==> src/rtl/hpdcache_cmo_range.sv <==
// Cache-management-operation handler for HPDcache: fence, invalidate by
// line / set / all and multi-line invalidate by range, with directory port
// arbitration and a registered completion pulse.
module hpdcache_cmo_range #(
   parameter int ADDR_WIDTH   = 49,
   parameter int OFFSET_WIDTH = 6,
   parameter int SETS         = 64,
   parameter int WAYS         = 8,
   parameter int CNT_WIDTH    = 16,
   localparam int SET_W       = $clog2(SETS),
   localparam int NLINE_W     = ADDR_WIDTH - OFFSET_WIDTH,
   localparam int TAG_W       = NLINE_W - SET_W,
   localparam int WDATA_W     = (WAYS > CNT_WIDTH) ? WAYS : CNT_WIDTH
) (
   input  logic                  clk_i,
   input  logic                  rst_ni,
   input  logic                  wbuf_empty_i,
   input  logic                  mshr_empty_i,
   input  logic                  rtab_empty_i,
   input  logic                  ctrl_empty_i,
   input  logic                  req_valid_i,
   output logic                  req_ready_o,
   input  logic [4:0]            req_op_i,
   input  logic [ADDR_WIDTH-1:0] req_addr_i,
   input  logic [WDATA_W-1:0]    req_wdata_i,
   output logic                  req_wait_o,
   output logic                  done_o,
   output logic                  wbuf_flush_all_o,
   input  logic                  dir_gnt_i,
   output logic                  dir_check_o,
   output logic [SET_W-1:0]      dir_check_set_o,
   output logic [TAG_W-1:0]      dir_check_tag_o,
   input  logic [WAYS-1:0]       dir_check_hit_way_i,
   output logic                  dir_inval_o,
   output logic [SET_W-1:0]      dir_inval_set_o,
   output logic [WAYS-1:0]       dir_inval_way_o
);

   typedef enum logic [2:0] {
      IDLE, FENCE_WAIT, INVAL_WAIT, CHECK, CHECK_RSP, INVAL
   } state_t;

   state_t               state_q, state_d;
   logic [4:0]           op_q;
   logic [NLINE_W-1:0]   line_q;
   logic [WAYS-1:0]      mask_q;
   logic [CNT_WIDTH-1:0] cnt_q;
   logic [SET_W-1:0]     set_cnt_q;
   logic [WAYS-1:0]      hit_q;
   logic                 done_q;
   logic                 complete;
   logic                 accept;
   logic                 drained;
   logic                 req_is_check;
   logic                 op_is_check;
   logic                 unused_offset;

   assign unused_offset = ^req_addr_i[OFFSET_WIDTH-1:0];
   assign accept        = req_valid_i && (state_q == IDLE) && $onehot(req_op_i);
   assign drained       = mshr_empty_i && rtab_empty_i && ctrl_empty_i;
   assign req_is_check  = req_op_i[1] | req_op_i[4];
   assign op_is_check   = op_q[1] | op_q[4];
   assign done_o        = done_q;

   // State register
   always_ff @(posedge clk_i or negedge rst_ni) begin
      if (!rst_ni) state_q <= IDLE;
      else         state_q <= state_d;
   end

   // Next-state logic and completion detection
   always_comb begin
      state_d  = state_q;
      complete = 1'b0;
      case (state_q)
         IDLE: begin
            if (accept) begin
               if (req_op_i[0]) begin
                  if (wbuf_empty_i && rtab_empty_i) complete = 1'b1;
                  else                              state_d  = FENCE_WAIT;
               end else if (req_op_i[4] && (req_wdata_i[CNT_WIDTH-1:0] == '0)) begin
                  complete = 1'b1;
               end else if (drained) begin
                  state_d = req_is_check ? CHECK : INVAL;
               end else begin
                  state_d = INVAL_WAIT;
               end
            end
         end
         FENCE_WAIT: begin
            if (wbuf_empty_i && rtab_empty_i) begin
               state_d  = IDLE;
               complete = 1'b1;
            end
         end
         INVAL_WAIT: begin
            if (drained) state_d = op_is_check ? CHECK : INVAL;
         end
         CHECK: begin
            if (dir_gnt_i) state_d = CHECK_RSP;
         end
         CHECK_RSP: begin
            if (dir_check_hit_way_i != '0) begin
               state_d = INVAL;
            end else if (op_q[4] && (cnt_q != CNT_WIDTH'(1))) begin
               state_d = CHECK;
            end else begin
               state_d  = IDLE;
               complete = 1'b1;
            end
         end
         INVAL: begin
            if (dir_gnt_i) begin
               if (op_q[3] && (set_cnt_q != SET_W'(SETS-1))) begin
                  state_d = INVAL;
               end else if (op_q[4] && (cnt_q != CNT_WIDTH'(1))) begin
                  state_d = CHECK;
               end else begin
                  state_d  = IDLE;
                  complete = 1'b1;
               end
            end
         end
         default: state_d = IDLE;
      endcase
   end

   // Request latching, hit capture and range/set-walk bookkeeping
   always_ff @(posedge clk_i or negedge rst_ni) begin
      if (!rst_ni) begin
         op_q      <= '0;
         line_q    <= '0;
         mask_q    <= '0;
         cnt_q     <= '0;
         set_cnt_q <= '0;
         hit_q     <= '0;
         done_q    <= 1'b0;
      end else begin
         done_q <= complete;
         case (state_q)
            IDLE: begin
               if (accept) begin
                  op_q      <= req_op_i;
                  line_q    <= req_addr_i[ADDR_WIDTH-1:OFFSET_WIDTH];
                  mask_q    <= req_wdata_i[WAYS-1:0];
                  cnt_q     <= req_wdata_i[CNT_WIDTH-1:0];
                  set_cnt_q <= '0;
               end
            end
            CHECK_RSP: begin
               hit_q <= dir_check_hit_way_i;
               if ((dir_check_hit_way_i == '0) && op_q[4]) begin
                  cnt_q  <= cnt_q - CNT_WIDTH'(1);
                  line_q <= line_q + NLINE_W'(1);
               end
            end
            INVAL: begin
               if (dir_gnt_i) begin
                  if (op_q[3]) set_cnt_q <= set_cnt_q + SET_W'(1);
                  if (op_q[4]) begin
                     cnt_q  <= cnt_q - CNT_WIDTH'(1);
                     line_q <= line_q + NLINE_W'(1);
                  end
               end
            end
            default: ;
         endcase
      end
   end

   // Outputs decoded from the current state
   always_comb begin
      req_ready_o      = (state_q == IDLE);
      req_wait_o       = (state_q == FENCE_WAIT) || (state_q == INVAL_WAIT);
      wbuf_flush_all_o = 1'b0;
      dir_check_o      = 1'b0;
      dir_check_set_o  = '0;
      dir_check_tag_o  = '0;
      dir_inval_o      = 1'b0;
      dir_inval_set_o  = '0;
      dir_inval_way_o  = '0;
      case (state_q)
         IDLE:       wbuf_flush_all_o = accept && req_op_i[0] && rtab_empty_i;
         FENCE_WAIT: wbuf_flush_all_o = rtab_empty_i;
         CHECK: begin
            dir_check_o     = 1'b1;
            dir_check_set_o = line_q[SET_W-1:0];
            dir_check_tag_o = line_q[NLINE_W-1:SET_W];
         end
         INVAL: begin
            dir_inval_o = 1'b1;
            if (op_q[3]) begin
               dir_inval_set_o = set_cnt_q;
               dir_inval_way_o = '1;
            end else if (op_q[2]) begin
               dir_inval_set_o = line_q[SET_W-1:0];
               dir_inval_way_o = mask_q;
            end else begin
               dir_inval_set_o = line_q[SET_W-1:0];
               dir_inval_way_o = hit_q;
            end
         end
         default: ;
      endcase
   end

   // Malformed requests and requests presented while busy are ignored; flag them
   a_onehot_op: assert property (@(posedge clk_i) disable iff (!rst_ni)
      req_valid_i |-> $onehot(req_op_i));
   a_valid_when_ready: assert property (@(posedge clk_i) disable iff (!rst_ni)
      req_valid_i |-> req_ready_o);

endmodule

==> config.mk <==
export PLATFORM = sky130hd
export DESIGN_NAME = hpdcache_cmo_range
export DESIGN_NICKNAME = d
export VERILOG_FILES = /design/src/rtl/hpdcache_cmo_range.sv
export SDC_FILE = /design/constraint.sdc
export NUM_CORES = 1
export LEC_CHECK = 0
export BUFFER_PORTS_ARGS = -buffer_cell sky130_fd_sc_hd__buf_2
export CORE_MARGIN = 2
export CORE_UTILIZATION = 45
export DETAILED_ROUTE_END_ITERATION = 10
export GPL_ROUTABILITY_DRIVEN = 0
export MAX_ROUTING_LAYER = met4
export PLACE_DENSITY = 0.72
export SETUP_SLACK_MARGIN = 0.2
export SYNTH_ARGS = -nofsm -noshare
export SYNTH_HDL_FRONTEND = slang
export SYNTH_SLANG_ARGS = --single-unit
==> constraint.sdc <==
create_clock -name clk_i -period 6.48 [get_ports clk_i]
set_input_delay 0.972 -clock clk_i [delete_from_list [all_inputs] [get_ports clk_i]]
set_output_delay 0.972 -clock clk_i [all_outputs]
set_load 0.02 [all_outputs]
==> Word-level counts from Yosys, hierarchy flattened <==
Cells that the tools add are included.
{ "word_totals": {"ff_bits": 90, "input_bits": 86, "out_inout_bits": 63, "wordCells": 105} }
{ "classes": {"addsub": 7, "n_eq_ne": 18, "muxes": 48, "bitwise_logic": 2, "n_reduce_logical": 22} }
{ "op_table": {"columns": ["operator", "n"], "rows": [
  ["2-to-1 mux 43 bit", 4],
  ["case mux 43 bit (3 select lines)", 1],
  ["2-to-1 mux 16 bit", 4],
  ["case mux 16 bit (3 select lines)", 1],
  ["adder 43 x 1 -> 43 bit (second input constant)", 1],
  ["2-to-1 mux 3 bit", 13],
  ["2-to-1 mux 37 bit", 1],
  ["2-to-1 mux 6 bit", 6],
  ["2-to-1 mux 8 bit", 3],
  ["case mux 3 bit (6 select lines)", 1],
  ["zero test 16 bit", 1],
  ["!= test 16 x 1 -> 1 bit (second input constant)", 1],
  ["subtractor 16 x 1 -> 16 bit (second input constant)", 1],
  ["!= test 2 bit (second input constant)", 7],
  ["case mux 6 bit (2 select lines)", 1],
  ["logical AND 1 bit", 11],
  ["2-to-1 mux 1 bit", 10],
  ["zero test 8 bit", 1],
  ["nonzero test 8 bit", 1],
  ["AND reduction 7 bit", 1],
  ["adder 6 x 1 -> 6 bit (second input constant)", 1],
  ["equality test 3 x 1 -> 1 bit (second input constant)", 2],
  ["equality test 3 x 2 -> 1 bit (second input constant)", 2],
  ["equality test 3 bit (second input constant)", 2],
  ["17 further kinds", 20]
]} }

==> Longest topological paths before layout <==
{ "depth": {"word_depth": 8, "depth_mapped": 13, "mapped_depth_nobuf": 10} }

==> Worst setup path after synthesis <==
OpenSTA, ideal clock, no wires.
{ "synth_timing": {"kind": "input to output", "from": "input port req_op_i[0]", "to": "output port wbuf_flush_all_o", "t_arrival_ns": 3.275, "t_required_ns": 5.508, "setup_slack_ns": 2.233, "path_stages": 9, "path_buffers": 0, "path_cell_list": "inv_1 > fa_1 > fa_1 > inv_1 > ha_1 > nor4b_2 > nand2_1 > o22ai_1 > and3_1"} }
{ "synth_between": {"elab_chain_cells": 8} }
{ "synth_lines": {"columns": ["element", "line_no", "rtl"], "rows": [
  ["start: declaration", "23", "input logic [4:0] req_op_i,"],
  ["adder 1 x 1 -> 2 bit (not written as such)", "59", "assign accept = req_valid_i && (state_q == IDLE) && $onehot(req_op_i);"],
  ["adder 2 x 2 -> 3 bit (not written as such)", "59", null],
  ["adder 3 x 1 -> 3 bit (not written as such)", "59", null],
  ["equality test 3 x 1 -> 1 bit", "59", null],
  ["logical AND 1 bit", "59", null],
  ["logical AND 1 bit * (2 in a row)", "183", "IDLE: wbuf_flush_all_o = accept && req_op_i[0] && rtab_empty_i;"],
  ["case mux 1 bit (2 select lines) *", "182", "case (state_q)"],
  ["end: declaration", "28", "output logic wbuf_flush_all_o,"]
]} }
Every way passes the cells marked *; elsewhere a longest branch is shown, timed or not.

==> Final worst setup path <==
Ends and elaborated chain as after synthesis.

==> results by stage <==
Worst setup path:
- The critical path goes through buf_2 -> inv_1 -> fa_1 -> fa_1 -> inv_1 -> ha_1 -> nor4b_2 -> nand2_1 -> o22ai_1 -> and3_1 -> buf_2.
- The critical path required time is approximately 5.5 ns.
- STA puts the critical path data arrival time at 4.13 ns.
- The critical-path cell with the highest stage delay is nor4b_2.
- The sort of element at the start of the critical path is an input port.
- The most critical setup path has its startpoint at req_op_i[0].
- The worst setup path is captured at a primary output.
- The critical path is of the in -> out type.
- Along the worst path, the maximum fanout reaches 17.
- The largest single stage delay on the critical path is between 0.5 and 0.6 ns.
- The startpoint of the worst register-to-register path is state_q[1].

Global route:
- The largest net degree at the start of global routing is 70.
- The first global-routing pass estimated 29.5 mm of wire.
- Global routing finished with a remaining overflow of 0.
- In the global route stage, overall resource usage came out at 0.260.
- The via count of the first global-routing pass came to around 5,800.
- The number of antenna violations at the first check in global routing is 0.

CTS:
- The number of H-tree levels is 3.
- The post-CTS setup buffer count is 0.
- The root buffer cell chosen for the clock tree is clkbuf_16.
- Clock-pin slew was measured on the worst setup and hold paths at approximately 0.06 ns.
- In this run, CTS created clock tree buffers numbering 9.
- In this run the deepest clock path goes through 2 buffers.
- TritonCTS built the clock tree.
- The number of cells upsized or downsized after cts is 0.
- Buffers inserted to repair hold after CTS numbered 0.
- At the later pin of the worst-skew pair, clock insertion delay measures between 0.3 and 0.4 ns.
- Clock tree synthesis found a total of between 80 and 90 sinks.

Synth:
- The biggest area consumer among synthesized cells is dfrtp_1.
- The Yosys warning count is 0.
- The proportion of netlist area held by the largest area contributor is 0.365.
- The synthesized-area fraction occupied by ao, oa, aoi and oai cells came to 0.246.
- The sequential fraction of the synthesis area is 0.365.
- The mux share of post-synthesis cell area is 0.0279.
- The netlist area before placement is between 6000 and 7000 um^2.
- The fraction of the mapped netlist area in adder cells is 0.0209.
- After synthesis the netlist holds a flip-flop and latch count of 89.
- Of the total synthesized cell area, the portion taken by XOR and XNOR cells is 0.00287.
- The most frequently used cell type in the post-synthesis netlist is dfrtp_1.
- The primary flip-flop cell chosen by synthesis mapping is dfrtp_1.
- The number of enable-type register cells in the synthesized netlist is 0.
- For this run, asynchronously set or reset flops after synthesis account for 1.00.
- Synthesis produced approximately 750 cells.
- The synthesized net count is between 800 and 900.
- The largest family of logic cells by synthesized area is simple AND/OR/NAND/NOR gates.
- Of the total synthesized cell area, the portion taken by AND, OR, NAND and NOR gates is 0.287.
- The commonest cells after synthesis are dfrtp_1 (89), nand2_1 (88), nor2_1 (52), a21oi_1 (48), and2_1 (46).
- After synthesis, the cell types taking the most area are dfrtp_1 (36%), nand2_1 (5.4%), and2_1 (4.7%).
- The synthesized area divided by synthesized cell count is roughly 8.2 um^2.
- Yosys mapped the design onto 62 distinct sky130hd cell types.

Power:
- In this run the static leakage power is about 3.1 nW.
- The total power is 3.02 mW.
- Dividing total power by cell area gives a power density of 419 nW/um^2.
- The largest vdd supply drop is about 170 uV.

STA:
- The sum of negative setup slack is 0 ns.
- The worst slew margin relative to its limit is 0.219.
- Setup repair after global routing left no endpoint under its margin.
- The highest clock frequency the design can meet is just under 200 MHz.
- The final max-slew violation count is 0.
- The worst slack on hold paths is between 0.4 and 0.5 ns.
- At the pin with the least slew margin, the transition time is roughly 1.2 ns.
- The routed design could run at a clock period as short as around 5.1 ns.
- The final clock skew is 0.00780 ns.
- The count of final setup violators is 0.
- Of the available clock period, the critical path in the final layout requires 0.787.
- The number of failing hold endpoints at the final stage is 0.

Outcome:
- The flow ran to the end, and the final reports show no timing, DRC or antenna violations.

Die:
- After floorplanning, the core was divided into between 40 and 50 placement rows.
- The die is 120 um tall.
- The die footprint is between 10,000 and 15,000 um^2.
- During I/O placement, the number of pins put on the boundary was ~150.
- The starting density of the core is 0.461.
- In this run the standard cell core region covers 13,200 um^2.
- The horizontal extent of the die is between 100 and 150 um.

Routing:
- Once detail routing completed, the nets flagged for antenna violations numbered 0.
- After detailed routing, the number of remaining DRC violations is 0.
- The average wire per cell in the routed design is approximately 17 um.
- Detailed routing inserted a total of roughly 6,300 vias.
- After detailed routing, the number of vias per cell comes to a little over 6.
- In this run, the number of DRC markers left after iteration 0 of detailed routing was about 630.
- The first TritonRoute pass finished after 5 iterations.
- The detailed-route wire length is approximately 18 mm.

Final layout:
- The net count of the finished layout is approximately 950.
- The share of final-layout standard cells stronger than drive strength 1 is 0.214.
- Fill cells in the final layout number around 1,300.
- Summing all flip-flop and latch instances after layout gives around 2200 um^2.
- The area of combinational cells with multiple inputs is approximately 3600 um^2.
- The number of antenna diodes in the final layout is 0.
- Compared with the post-synthesis result, the final layout area differs by 17.9%.

Min path:
- The launch point of the worst hold path is mask_q[6].
- The path class of the tightest hold or removal check is reg -> reg.

Placed design:
- The detailed placement HPWL is 12.9 mm.
- The count of input and output buffers is 142.

Flow run:
- The reported max-cap violation count is 0.
-- cells in the final DEF (no fill, tap or decap), types with 8 or more instances in the layout --
| cell type | count |
|---|---|
| a211oi_1 | 15 |
| a21oi_1 | 48 |
| a2bb2oi_1 | 23 |
| and2_1 | 46 |
| and3_1 | 9 |
| and4_1 | 13 |
| buf_2 | 141 |
| buf_4 | 9 |
| clkbuf_16 | 9 |
| dfrtp_1 | 89 |
| inv_1 | 19 |
| mux2_2 | 8 |
| mux2i_1 | 8 |
| nand2_1 | 88 |
| nand3_1 | 34 |
| nand4_1 | 19 |
| nor2_1 | 51 |
| nor2b_1 | 12 |
| nor3_1 | 26 |
| nor4_1 | 14 |
| o21ai_0 | 41 |
| o21bai_1 | 8 |
| o22ai_1 | 20 |
| o31ai_1 | 11 |
-- metal layers --
metal  global-route usage  up-vias  part of all wire
met5                    -        -                 0
met4               0.0865        0             0.018
met3               0.0288       29             0.063
met2                0.390      244              0.46
met1                0.371     2984              0.46
li1                     -     3011                 -
-- sequential cells by signal, summed over array words and instances (netlist names) --
register / count
cnt_q: 16
line_q: 43
hit_q: 8
done_o: 1
op_q: 4
mask_q: 8
state_q: 3
set_cnt_q: 6
-- metrics by stage --
step	util	worst slack (ns)	instances	cell area (um^2)
finish	0.544	1.38	1037	7200
global route	0.544	1.17	1037	7200
CTS	0.544	1.39	1037	7200
detailed placement	0.521	1.39	1021	6890
global placement	0.521	1.43	1021	6890
floorplan	-	2.23	749	6110
-- final timing paths --
check	slack, ns	endpoint	cells after the start
worst max-delay path	1.38	wbuf_flush_all_o	11
worst min-delay path	0.48	mask_q[6]	2
worst max register to register	3.17	line_q[41]	9
worst min register to register	0.48	mask_q[6]	2
max in group asynchronous	4.83	cnt_q[3]	2
min in group asynchronous	0.61	line_q[19]	1
-- layout make-up --
class                   instances  area share
flip-flops and latches         89       0.309
multi-input cells             585       0.499
clock inverters                 5     0.00747
well taps                     176      0.0306
inverters                      21      0.0109
clock buffers                  11      0.0351
repair buffers                150       0.107
-- cells by family after synthesis --
family,Yosys count
flops,89
mux,16
buf+inv,75
compound gates,221
fa+ha+maj,9
simple gates,337
xor+xnor,2
-- where the power goes --
| part | switching (mW) | internal, mW |
|---|---|---|
| registers | 0.368 | 0.815 |
| clock network | 0.227 | 0.319 |
| logic | 0.750 | 0.538 |
| total | 1.35 | 1.67 |
-- critical path, delay by kind of cell --
family                   cells  cell delay (ns)
AO/OA/AOI/OAI                1             0.32
adder cells (fa/ha/maj)      3             1.09
buffers and inverters        4             0.46
AND/OR/NAND/NOR              3             1.27
(Power assumes the default switching activity.)
